--- config.mk ---
export PLATFORM = sky130hd
export DESIGN_NAME = seat_belt_chime
export DESIGN_NICKNAME = d
export VERILOG_FILES = /design/src/rtl/seat_belt_chime.sv
export SDC_FILE = /design/constraint.sdc
export NUM_CORES = 1
export LEC_CHECK = 0
export CAP_MARGIN = 0
export CORE_MARGIN = 8
export CORE_UTILIZATION = 53
export CTS_BUF_LIST = sky130_fd_sc_hd__clkbuf_4 sky130_fd_sc_hd__clkbuf_8 sky130_fd_sc_hd__clkbuf_16
export DETAILED_ROUTE_END_ITERATION = 8
export PLACE_DENSITY_LB_ADDON = 0.1
export SLEW_MARGIN = 20
export SYNTH_ARGS = -nofsm -noshare
export SYNTH_HDL_FRONTEND = slang
export SYNTH_SLANG_ARGS = --single-unit
--- constraint.sdc ---
create_clock -name Clk -period 2 [get_ports Clk]
set_input_delay 0.6 -clock Clk [delete_from_list [all_inputs] [get_ports Clk]]
set_output_delay 0.6 -clock Clk [all_outputs]
set_load 0.005 [all_outputs]
--- src/rtl/seat_belt_chime.sv ---
// Seat-belt warning controller: registered body-sensor inputs, steady lamp and
// a pulsed chime with grace period, on/off cadence and timeout mute.
module seat_belt_chime #(
  parameter int NUM_SEATS   = 2,
  parameter int NUM_DOORS   = 2,
  parameter int TICK_DIV    = 4,
  parameter int GRACE_TICKS = 3,
  parameter int ON_TICKS    = 2,
  parameter int OFF_TICKS   = 1,
  parameter int MAX_TICKS   = 10
) (
  input  logic                 Clk,
  input  logic                 Reset,
  input  logic                 Ignition,
  input  logic [NUM_DOORS-1:0] DoorClose,
  input  logic [NUM_SEATS-1:0] Occupied,
  input  logic [NUM_SEATS-1:0] SeatBelt,
  output logic                 Alarm,
  output logic                 Lamp,
  output logic                 DoorAjar,
  output logic [NUM_SEATS-1:0] UnbeltedMask
);

  // state   | meaning
  // IDLE    | no violation, lamp and chime off
  // GRACE   | violation seen, lamp on, waiting GRACE_TICKS before chiming
  // CHIME   | lamp on, chime pulses ON/OFF until MAX_TICKS elapse
  // TIMEOUT | lamp on, chime muted; a newly unbelted seat re-arms GRACE
  typedef enum logic [1:0] {IDLE, GRACE, CHIME, TIMEOUT} state_t;

  localparam int PW  = $clog2(TICK_DIV + 1);
  localparam int GW  = $clog2(GRACE_TICKS + 1);
  localparam int CW  = $clog2(MAX_TICKS + 1);
  localparam int PHW = $clog2(((ON_TICKS > OFF_TICKS) ? ON_TICKS : OFF_TICKS) + 1);

  localparam logic [PW-1:0]  PRE_LAST   = PW'(TICK_DIV - 1);
  localparam logic [GW-1:0]  GRACE_LAST = GW'(GRACE_TICKS - 1);
  localparam logic [CW-1:0]  CHIME_LAST = CW'(MAX_TICKS - 1);
  localparam logic [PHW-1:0] ON_LAST    = PHW'(ON_TICKS - 1);
  localparam logic [PHW-1:0] OFF_LAST   = PHW'(OFF_TICKS - 1);

  logic                 ign_q;
  logic [NUM_DOORS-1:0] door_q;
  logic [NUM_SEATS-1:0] occ_q;
  logic [NUM_SEATS-1:0] belt_q;
  logic [NUM_SEATS-1:0] mask_q;

  logic [NUM_SEATS-1:0] occ_eff;
  logic [NUM_SEATS-1:0] mask_raw;
  logic                 v;
  logic                 rise;
  logic                 tick;

  state_t         state, state_nxt;
  logic [PW-1:0]  presc;
  logic [GW-1:0]  grace_cnt;
  logic [CW-1:0]  chime_cnt;
  logic [PHW-1:0] phase_cnt;
  logic [PHW-1:0] phase_last;
  logic           phase_off;

  always_ff @(posedge Clk) begin
    if (Reset) begin
      ign_q  <= 1'b0;
      door_q <= '0;
      occ_q  <= '0;
      belt_q <= '0;
      mask_q <= '0;
    end else begin
      ign_q  <= Ignition;
      door_q <= DoorClose;
      occ_q  <= Occupied;
      belt_q <= SeatBelt;
      mask_q <= mask_raw;
    end
  end

  // The driver seat is always considered occupied.
  always_comb begin
    occ_eff    = occ_q;
    occ_eff[0] = 1'b1;
  end

  assign mask_raw   = occ_eff & ~belt_q;
  assign v          = ign_q & (&door_q) & (|mask_raw);
  assign rise       = |(mask_raw & ~mask_q);
  assign tick       = (presc == PRE_LAST);
  assign phase_last = phase_off ? OFF_LAST : ON_LAST;

  always_comb begin
    state_nxt = state;
    case (state)
      IDLE:    if (v) state_nxt = GRACE;
      GRACE:   if (!v) state_nxt = IDLE;
               else if (tick && grace_cnt == GRACE_LAST) state_nxt = CHIME;
      CHIME:   if (!v) state_nxt = IDLE;
               else if (tick && chime_cnt == CHIME_LAST) state_nxt = TIMEOUT;
      TIMEOUT: if (!v) state_nxt = IDLE;
               else if (rise) state_nxt = GRACE;
      default: state_nxt = IDLE;
    endcase
  end

  always_ff @(posedge Clk) begin
    if (Reset) begin
      state     <= IDLE;
      presc     <= '0;
      grace_cnt <= '0;
      chime_cnt <= '0;
      phase_cnt <= '0;
      phase_off <= 1'b0;
    end else begin
      state <= state_nxt;
      if (state_nxt != state) begin
        presc     <= '0;
        grace_cnt <= '0;
        chime_cnt <= '0;
        phase_cnt <= '0;
        phase_off <= 1'b0;
      end else begin
        presc <= tick ? '0 : presc + 1'b1;
        if (tick && state == GRACE && grace_cnt != GRACE_LAST)
          grace_cnt <= grace_cnt + 1'b1;
        if (tick && state == CHIME) begin
          if (chime_cnt != CHIME_LAST)
            chime_cnt <= chime_cnt + 1'b1;
          if (phase_cnt == phase_last) begin
            phase_off <= ~phase_off;
            phase_cnt <= '0;
          end else begin
            phase_cnt <= phase_cnt + 1'b1;
          end
        end
      end
    end
  end

  assign Lamp         = (state != IDLE);
  assign Alarm        = (state == CHIME) && !phase_off;
  assign DoorAjar     = ign_q & ~(&door_q);
  // Mask is held at zero while Reset is applied, even though bit 0 is forced.
  assign UnbeltedMask = Reset ? '0 : mask_raw;

endmodule
==> summary.md <==
| Metric | Value |
|---|---|
| Post-synth EDFFs | `0` |
| Gr usage total | `0.119` |
| Core area | `1940 sq um` |
| Initial antenna violation count | `0` |
| Remaining DRCs | `0` |
| Max_slew headroom | `0.729` |
| Top_reg_cell synth | `dfxtp_1` |
| Setup crit start kind | `flip-flop` |
| Yosys reg bits | `22` |
| Synth unique cells | `39` |
| Status | `finished, final reports clean` |
| CP arrival | `1320 ps` |
| DRT met1 WL | `916 um` |
| Lkg Pwr | `0.495 nW` |
| Vias in the first global route | `755` |
| PortBufs | `12` |
| Minimum clock period | `1920 ps` |
| Worst Max-Slew Pin Slew | `407 ps` |
| Die Wd | `61.3 um` |
| Worst EP required | `1400 ps` |
| Peak VDD IR | `0.000439 V` |
| CTS tree | `yes` |
| DRT Wirelength | `1.90 mm` |
| Crit-path max FO | `2` |
| Global-route wire length before repair | `3.29 mm` |
| RSZ-0062 raised after global routing | `false` |
| Starting Density | `0.561` |
| Syn. warnings | `0` |
| Endpoints failing setup | `0` |
| # rows | `16` |
| Syn nets | `118` |
| Post-route antenna net violation count | `0` |
| Worst Hold Class | `reg2reg` |
| WL met3 | `54 um` |
| Bufs on Longest Clock Path | `2` |
| Synth top area cells | `dfxtp_1, nor4_2, ha_1` |
| Setup TNS | `0 ps` |
| R2R setup slack | `190 ps` |
| Fin nets | `137` |
| CP bufs+invs | `1` |
| Fmax | `520 MHz` |
| Initial drt markers | `9` |
| Post-DP HPWL | `1.45 mm` |
| Die area | `3760 sq um` |
| Asr flop ratio synth | `0` |
| Total CTS buffers | `3` |
| # placed instances | `145` |
| Critical path's largest stage delay | `510 ps` |
| Setup Buffers After CTS | `0` |
| Crit path kind | `reg2out` |
| CTS Sinks | `22` |
| Hold Vio Cnt, Final | `0` |
| Max-slew violations | `0` |
| Clk_lat worst skew | `310 ps` |
| Mean Syn Cell Area | `10.5 sq um` |
| Crit path cell chain | `a21boi_1 > clkdlybuf4s50_1` |
| Final Cycle Share | `0.961` |
| Share of post-route cells with drive strength above 1 | `0.231` |
| CTS HTree Levels | `1` |
| Crit end category | `primary output` |
| Sequential area share after synthesis | `0.404` |
| Largest net degree at the start of global routing | `13` |
| Clk root buf | `clkbuf_4` |
| DR top layer | `met4` |
| DR WL/cell | `12.9 um` |
| Total chip power | `0.729 mW` |
| PD cells | `570 nW/um^2` |
| Io pins | `14` |
| DR pass1 iterations | `4` |
| Cell Count, Final, Fillers Out | `148` |
| Met2 WL | `878 um` |
| Die Height | `61.3 um` |
| Area delta synth->final | `17.5%` |
| Vias/cell | `5.43` |
| Clock-pin slew on the worst setup and hold paths | `120 ps` |
| Post-synth top area share | `0.404` |
| Gr ovfl total | `0` |
| DR vias | `803` |
| Mapped Area | `1090 sq um` |
| Gpl congestion | `0.817` |
| CP max-delay cell | `clkdlybuf4s50_1` |
| Post-synthesis cell count | `104` |
| N_diodes | `0` |
| Max_cap viols | `0` |
| CP delay by family, top | `buffers and inverters` |
| Clock Skews | `2.97 ps` |
| Area leader, netlist | `dfxtp_1` |
==> synthesized netlist by cell type (2+ instances only) <==
library cell,n
dfxtp_1,22
a31oi_1,2
nand3_1,4
xnor2_1,2
a21oi_1,4
nand2_1,2
nor2b_1,7
o21ai_0,3
nor3_1,3
nor4_2,6
inv_1,6
ha_1,5
nor4b_1,2
mux2i_1,3
nor2_1,7
nor4_1,3
==> worst paths after layout <==
path	startpoint	endpoint	cells after the start
worst max register to register	presc[0]	phase_cnt[1]	6
worst max-delay path	ign_q	DoorAjar	2
worst min register to register	presc[0]	presc[0]	1
worst min-delay path	presc[0]	presc[0]	1
==> through the flow <==
| step | setup slack, ps | hold WS, ps | util | area (sq um) |
|---|---|---|---|---|
| after global routing | 3.14 | 530 | 0.659 | 1280 |
| after global placement | -341 | 468 | 0.646 | 1250 |
| after CTS | 10.5 | 512 | 0.656 | 1270 |
| after detailed placement | -356 | 489 | 0.646 | 1250 |
| after floorplan | 258 | 458 | - | 1090 |
| final | 77.8 | 507 | 0.659 | 1280 |
==> area by class of cell <==
type                    instances  area [sq um]
fillers                       173           662
multi-input cells              71           576
repair buffers                 19           183
flip-flops and latches         22           443
clock buffers                   3          22.5
well taps                      27          33.8
inverters                       6          22.5
==> worst reg2reg max path, stage by stage, from the launching register on <==
cell      delay, ps
dfxtp_1         410
ha_1            170
ha_2            250
nand4b_1        170
a221oi_2        280
mux2_4          340
nor4_2           80
==> layout by cell type (no fill, tap or decap), types with 3 or more instances in the layout <==
cell type        instances
a21oi_1                  4
buf_4                    6
clkbuf_4                 3
clkdlybuf4s50_1          7
dfxtp_1                 20
dlygate4sd2_1            4
ha_1                     4
inv_1                    6
mux2i_1                  3
nand3_1                  4
nor2_1                   7
nor2b_1                  7
nor3_1                   3
nor4_1                   3
nor4_2                   6
o21ai_0                  3
==> per-layer routing <==
layer,vias up,global-route usage
met5,-,0
met2,14,0.191
met3,5,0.0334
met4,0,0.0682
li1,410,-
met1,374,0.138
==> state kept, by name, indices dropped and copies added (netlist names) <==
name	count
occ_q	1
phase_cnt	2
mask_q	2
ign_q	1
phase_off	1
presc	3
state	2
grace_cnt	2
chime_cnt	4
belt_q	2
door_q	2
==> where the power goes <==
group | total, mW | leakage, nW | internal (mW) | switching (mW)
logic | 0.0658 | 0.301 | 0.0372 | 0.0287
clock network | 0.201 | 0.0138 | 0.0705 | 0.131
registers | 0.462 | 0.181 | 0.454 | 0.00831
total | 0.729 | 0.495 | 0.561 | 0.168
==> cells by family after synthesis <==
group,synth area share
and+or+nand+nor,0.305
DFF,0.404
AOI/OAI and AO/OA,0.0953
buffers and inverters,0.0700
muxes,0.0517
adders and majority gates,0.0574
xor gates and xnor gates,0.0161
==> timing repair <==
action / 4_1_cts / 5_1_grt
cloned: 0 / 0
pin swaps: 1 / 0
gates resized for setup: 5 / 4
setup endpoints to repair: 3 / 14
hold buffers: 0 / 0
Power figures use the tool's default switching activity.
==> patch 1 (same settings) <==
The 4 states of `state_t` get a one-hot encoding in 4 bits.
--- a/src/rtl/seat_belt_chime.sv
+++ b/src/rtl/seat_belt_chime.sv
@@ -26,7 +26,7 @@
   // GRACE   | violation seen, lamp on, waiting GRACE_TICKS before chiming
   // CHIME   | lamp on, chime pulses ON/OFF until MAX_TICKS elapse
   // TIMEOUT | lamp on, chime muted; a newly unbelted seat re-arms GRACE
-  typedef enum logic [1:0] {IDLE, GRACE, CHIME, TIMEOUT} state_t;
+  typedef enum logic [3:0] {IDLE = 4'b0001, GRACE = 4'b0010, CHIME = 4'b0100, TIMEOUT = 4'b1000} state_t;
 
   localparam int PW  = $clog2(TICK_DIV + 1);
   localparam int GW  = $clog2(GRACE_TICKS + 1);
Formal check against the unedited RTL: no difference found for any inputs over 10 cycles, from zero or initial values and one cycle with Reset high; not proved beyond that.
==> patch 1 against the original RTL <==
  * Worst setup slack worse by 0.021 ns
  * Synthesized area is 9.0% higher
  * Routed wire length up 26%
  * Sequential cell count up 2
  * Sequential power grew 8.7%
  * Design area is 12% higher
  * Total power is 26% higher
  * Synthesized cell count grew 27%
  * Largest power group unchanged
==> patch 1: results (changes against the original RTL) <==
status: complete, no violations
LEAKAGE: 0.572 nW (+16%)
Peak VDD IR: 0.478 mV (+8.8%)
RR Endpoint: presc[1]
vias in the first global route: 1003 (+33%)
GR Util met3: 3.71% (+0.37 points)
share of cells above drive strength 1: 18.5% (-4.6 points)
register area share after synthesis: 40.5% (+0.050 points)
GRT Total Usage: 12.8% (+0.92 points)
GRT met2 Usage: 21.8% (+2.7 points)
PortBufs: 12 (unchanged)
Mapped Nets: 146 (+24%)
max_slew headroom: 71.9% (-0.93 points)
Iter 0 DRT Violations: 32 (+23)
first-pass GRT wire length: 4290 um (+30%)
gp weighted congestion: 0.879 (+7.6%)
post-synthesis cell type count: 41 (+5.1%)
Layout Nets: 166 (+21%)
clock skew: 0.00233 ns (-0.000646 ns)
met1 Use GR: 14.5% (+0.62 points)
hpwl dp: 1890 um (+31%)
synth cell count leaders: dfxtp_1, nor2_1, nand2_1, nor2b_1
Largest regs: chime_cnt (4), state (4), presc (3)
largest net degree at the start of global routing: 15 (+2)
DR WL/cell: 13.4 um (+4.2%)
WHS Endpoint: presc[0]
Internal: 736 uW (+31%)
Hold/Removal Path Class: register to register
largest cells by area after synthesis: dfxtp_1, ha_1, nor2_1, nor2b_1, nand2b_1
Reg2Reg Setup Slack: 0.14 ns (-0.05 ns)
via count: 980 (+22%)
final-layout fill cell count: 205 (+18%)
R2R depth: 7 (+1)
clock buffer depth: 2 (unchanged)
# diodes: 0 (unchanged)
==> patch 1: changes by cell type after synthesis, sizes merged, moves of 4 or more <==
| cell | delta |
|---|---|
| nor4 | -8 |
| nor2 | +8 |
| o22ai | +4 |
| buf | +4 |
| nand2b | +5 |
| nand2 | +7 |
==> patch 1: stage by stage <==
step | instances | setup WS [ns] | hold slack [ns] | instance area, um^2 | TNS (ns)
after floorplan | 132 | 0.261 | 0.404 | 1190 | 0
after global placement | 174 | -0.293 | 0.415 | 1360 | -0.788
after detailed placement | 174 | -0.333 | 0.422 | 1360 | -1.28
after CTS | 179 | 0.00587 | 0.441 | 1420 | 0
after global routing | 179 | 0.00411 | 0.464 | 1440 | 0
final | 179 | 0.0567 | 0.436 | 1440 | 0
==> patch 1: kinds of logic after synthesis <==
family          count (synthesis)  share of synthesized area (%)
compound gates                 22                           13.3
xor+xnor                        4                           2.95
fa+ha+maj                       5                           5.27
buf+inv                        11                           5.69
flops                          24                           40.5
mux                             3                           2.63
simple gates                   63                           29.7
==> patch 1: what timing repair did <==
item                       CTS  global route
pin swaps                    2             0
setup endpoints to repair    5            14
resized for setup           12             6
setup buffers                1             0
==> patch 1: cell type report <==
cell class	instances	area (um^2)	area share [%]
multi-input combinational	97	664	46.2
sequential	24	483	33.6
timing repair buffer	23	191	13.3
tap	28	35.0	2.44
clock inverter	1	30.0	2.09
clock buffer	3	22.5	1.57
inverter	3	11.3	0.783
==> patch 1: metal layers <==
metal / up-vias / wire [um]
met5: - / 0
met1: 456 / 1090
met2: 22 / 1180
met4: 0 / 12
met3: 2 / 113
li1: 500 / -
==> patch 1: power groups by stage <==
stage                     logic, mW  clock network (mW)  registers, mW
after detailed placement     0.0692                   0          0.512
after CTS                    0.0679               0.356          0.502
after global routing         0.0785               0.369          0.503
final                        0.0695               0.348          0.502
after floorplan              0.0389                   0          0.510
after global placement       0.0668                   0          0.511
==> patch 1: critical path: stages (launching register included) <==
cell and delay [ns]:
dfxtp_2 0.34, or4b_4 0.54, buf_2 0.15
==> patch 1: worst max-delay path by stage <==
stage	from	endpoint	slack, ns
floorplan	presc[0]	grace_cnt[0]	0.26
detailed placement	Reset	UnbeltedMask[1]	-0.33
finish	state[1]	Lamp	0.06
global placement	Reset	UnbeltedMask[1]	-0.29
global route	presc[0]	presc[0]	0.004
CTS	ign_q	DoorAjar	0.006
==> patch 2 (same settings) <==
Made on the original files. The parameter `NUM_DOORS` goes from 2 to 4.
--- a/src/rtl/seat_belt_chime.sv
+++ b/src/rtl/seat_belt_chime.sv
@@ -2,7 +2,7 @@
 // a pulsed chime with grace period, on/off cadence and timeout mute.
 module seat_belt_chime #(
   parameter int NUM_SEATS   = 2,
-  parameter int NUM_DOORS   = 2,
+  parameter int NUM_DOORS   = 4,
   parameter int TICK_DIV    = 4,
   parameter int GRACE_TICKS = 3,
   parameter int ON_TICKS    = 2,
Interface: changed (resized DoorClose); port bits go from 14 to 16. The function was not compared with the original's and may differ.
==> patch 2 against the original RTL <==
  * Critical path depth grew 1
  * Sequential cell count rose by 2
  * Routed wire length barely moved
  * Total power is 27% higher
  * Worst setup slack hardly changed
  * Synthesized area is 2.2% lower
  * Design area grew 4.9%
==> patch 2: results (changes against the original RTL) <==
status: complete, no violations
GR Util met3: 4.03% (+0.69 points)
register area share after synthesis: 45.1% (+4.7 points)
clk slew on worst S/H paths: 0.14 ns (+0.02 ns)
via count: 754 (-6.1%)
largest cells by area after synthesis: dfxtp_1, nor2b_1, ha_1, nor2_1, nor2b_4
# Post-CTS Setup Buffers: 3 (+3)
Iter 0 DRT Violations: 5 (-4)
hpwl dp: 1420 um (-1.8%)
largest stage delay on the critical path: 0.34 ns (-0.17 ns)
worst slack at placement: -0.352 ns (+0.00489 ns)
routed vias/inst: 4.99 (-8.0%)
share of cells above drive strength 1: 27.4% (+4.3 points)
PortBufs: 14 (+2)
dpl cell area: 1270 um^2 (+0.90%)
final-layout fill cell count: 168 (-2.9%)
Resized Gates After CTS: 11 (+6)
Peak VDD IR: 0.485 mV (+10%)
Slowest-stage cell, CP: dfxtp_1
largest net degree at the start of global routing: 15 (+2)
Layout Nets: 141 (+2.9%)
vias in the first global route: 772 (+2.3%)
met1 Use GR: 10.7% (-3.1 points)
post-synthesis cell type count: 36 (-7.7%)
# H-tree levels: 1 (unchanged)
Mapped Nets: 116 (-1.7%)
first-pass GRT wire length: 3110 um (-5.5%)
max_slew headroom: 81.1% (+8.2 points)
synth cell count leaders: dfxtp_1, nor2_1, nor2b_1, ha_1, nand2_1
DR WL met3: 87 um (+61%)
Syn Inst Count: 100 (-3.8%)
final setup violation count: 0 (unchanged)
LEAKAGE: 0.556 nW (+12%)
clock skew: 0.00744 ns (+0.00447 ns)
gp weighted congestion: 0.765 (-6.4%)
DR WL/cell: 12.6 um (-2.0%)
Largest regs: chime_cnt (4), door_q (4), presc (3)
met2 wire len: 1000 um (+14%)
-- patch 2: cell count changes after synthesis, sizes merged, moves of 2 or more --
| cell | delta |
|---|---|
| nand3 | -3 |
| dfxtp | +2 |
| inv | -2 |
| o21ai | +2 |
| xor2 | +2 |
| a31oi | -2 |
| buf | -3 |
| nand2 | +3 |
| nor2b | +5 |
| nor4 | -8 |
| nor4b | -2 |
| nor2 | +4 |
-- patch 2: final timing paths --
check                           slack (ns)  startpoint            to  cells past startpoint
worst min-delay path                  0.45    presc[0]      presc[0]                      1
worst min register to register        0.45    presc[0]      presc[0]                      1
worst max register to register        0.23    presc[0]  grace_cnt[0]                      6
worst max-delay path                  0.08   door_q[1]      DoorAjar                      3
-- patch 2: report_power, final --
part	switching (mW)	internal, mW
Sequential	0.00762	0.496
Combinational	0.0252	0.0410
Clock	0.151	0.203
Total	0.184	0.740
-- patch 2: kinds of logic (layout without fill, tap and decap cells) --
logic type                 after synthesis  in the layout  synth area share, %
muxes                                    3              3                 3.29
and+or+nand+nor                         46             46                 29.3
xor gates and xnor gates                 3              3                 2.47
DFF                                     24             24                 45.1
adders and majority gates                5              5                 5.87
buffers and inverters                    5             29                 1.76
AOI/OAI and AO/OA                       14             14                 12.2
-- patch 2: cell type report --
class | instances | area, um^2 | share of cell area [%]
clock inverter | 1 | 30.0 | 2.24
multi-input combinational | 71 | 567 | 42.2
clock buffer | 3 | 22.5 | 1.68
timing repair buffer | 21 | 189 | 14.1
inverter | 4 | 15.0 | 1.12
tap | 27 | 33.8 | 2.52
sequential | 24 | 485 | 36.2
-- patch 2: worst max-delay path: cells and delay by family, from the launching register on --
| family | cells | cell delay, ns |
|---|---|---|
| flip-flops | 1 | 0.34 |
| buffers and inverters | 1 | 0.20 |
| AND/OR/NAND/NOR | 2 | 0.46 |
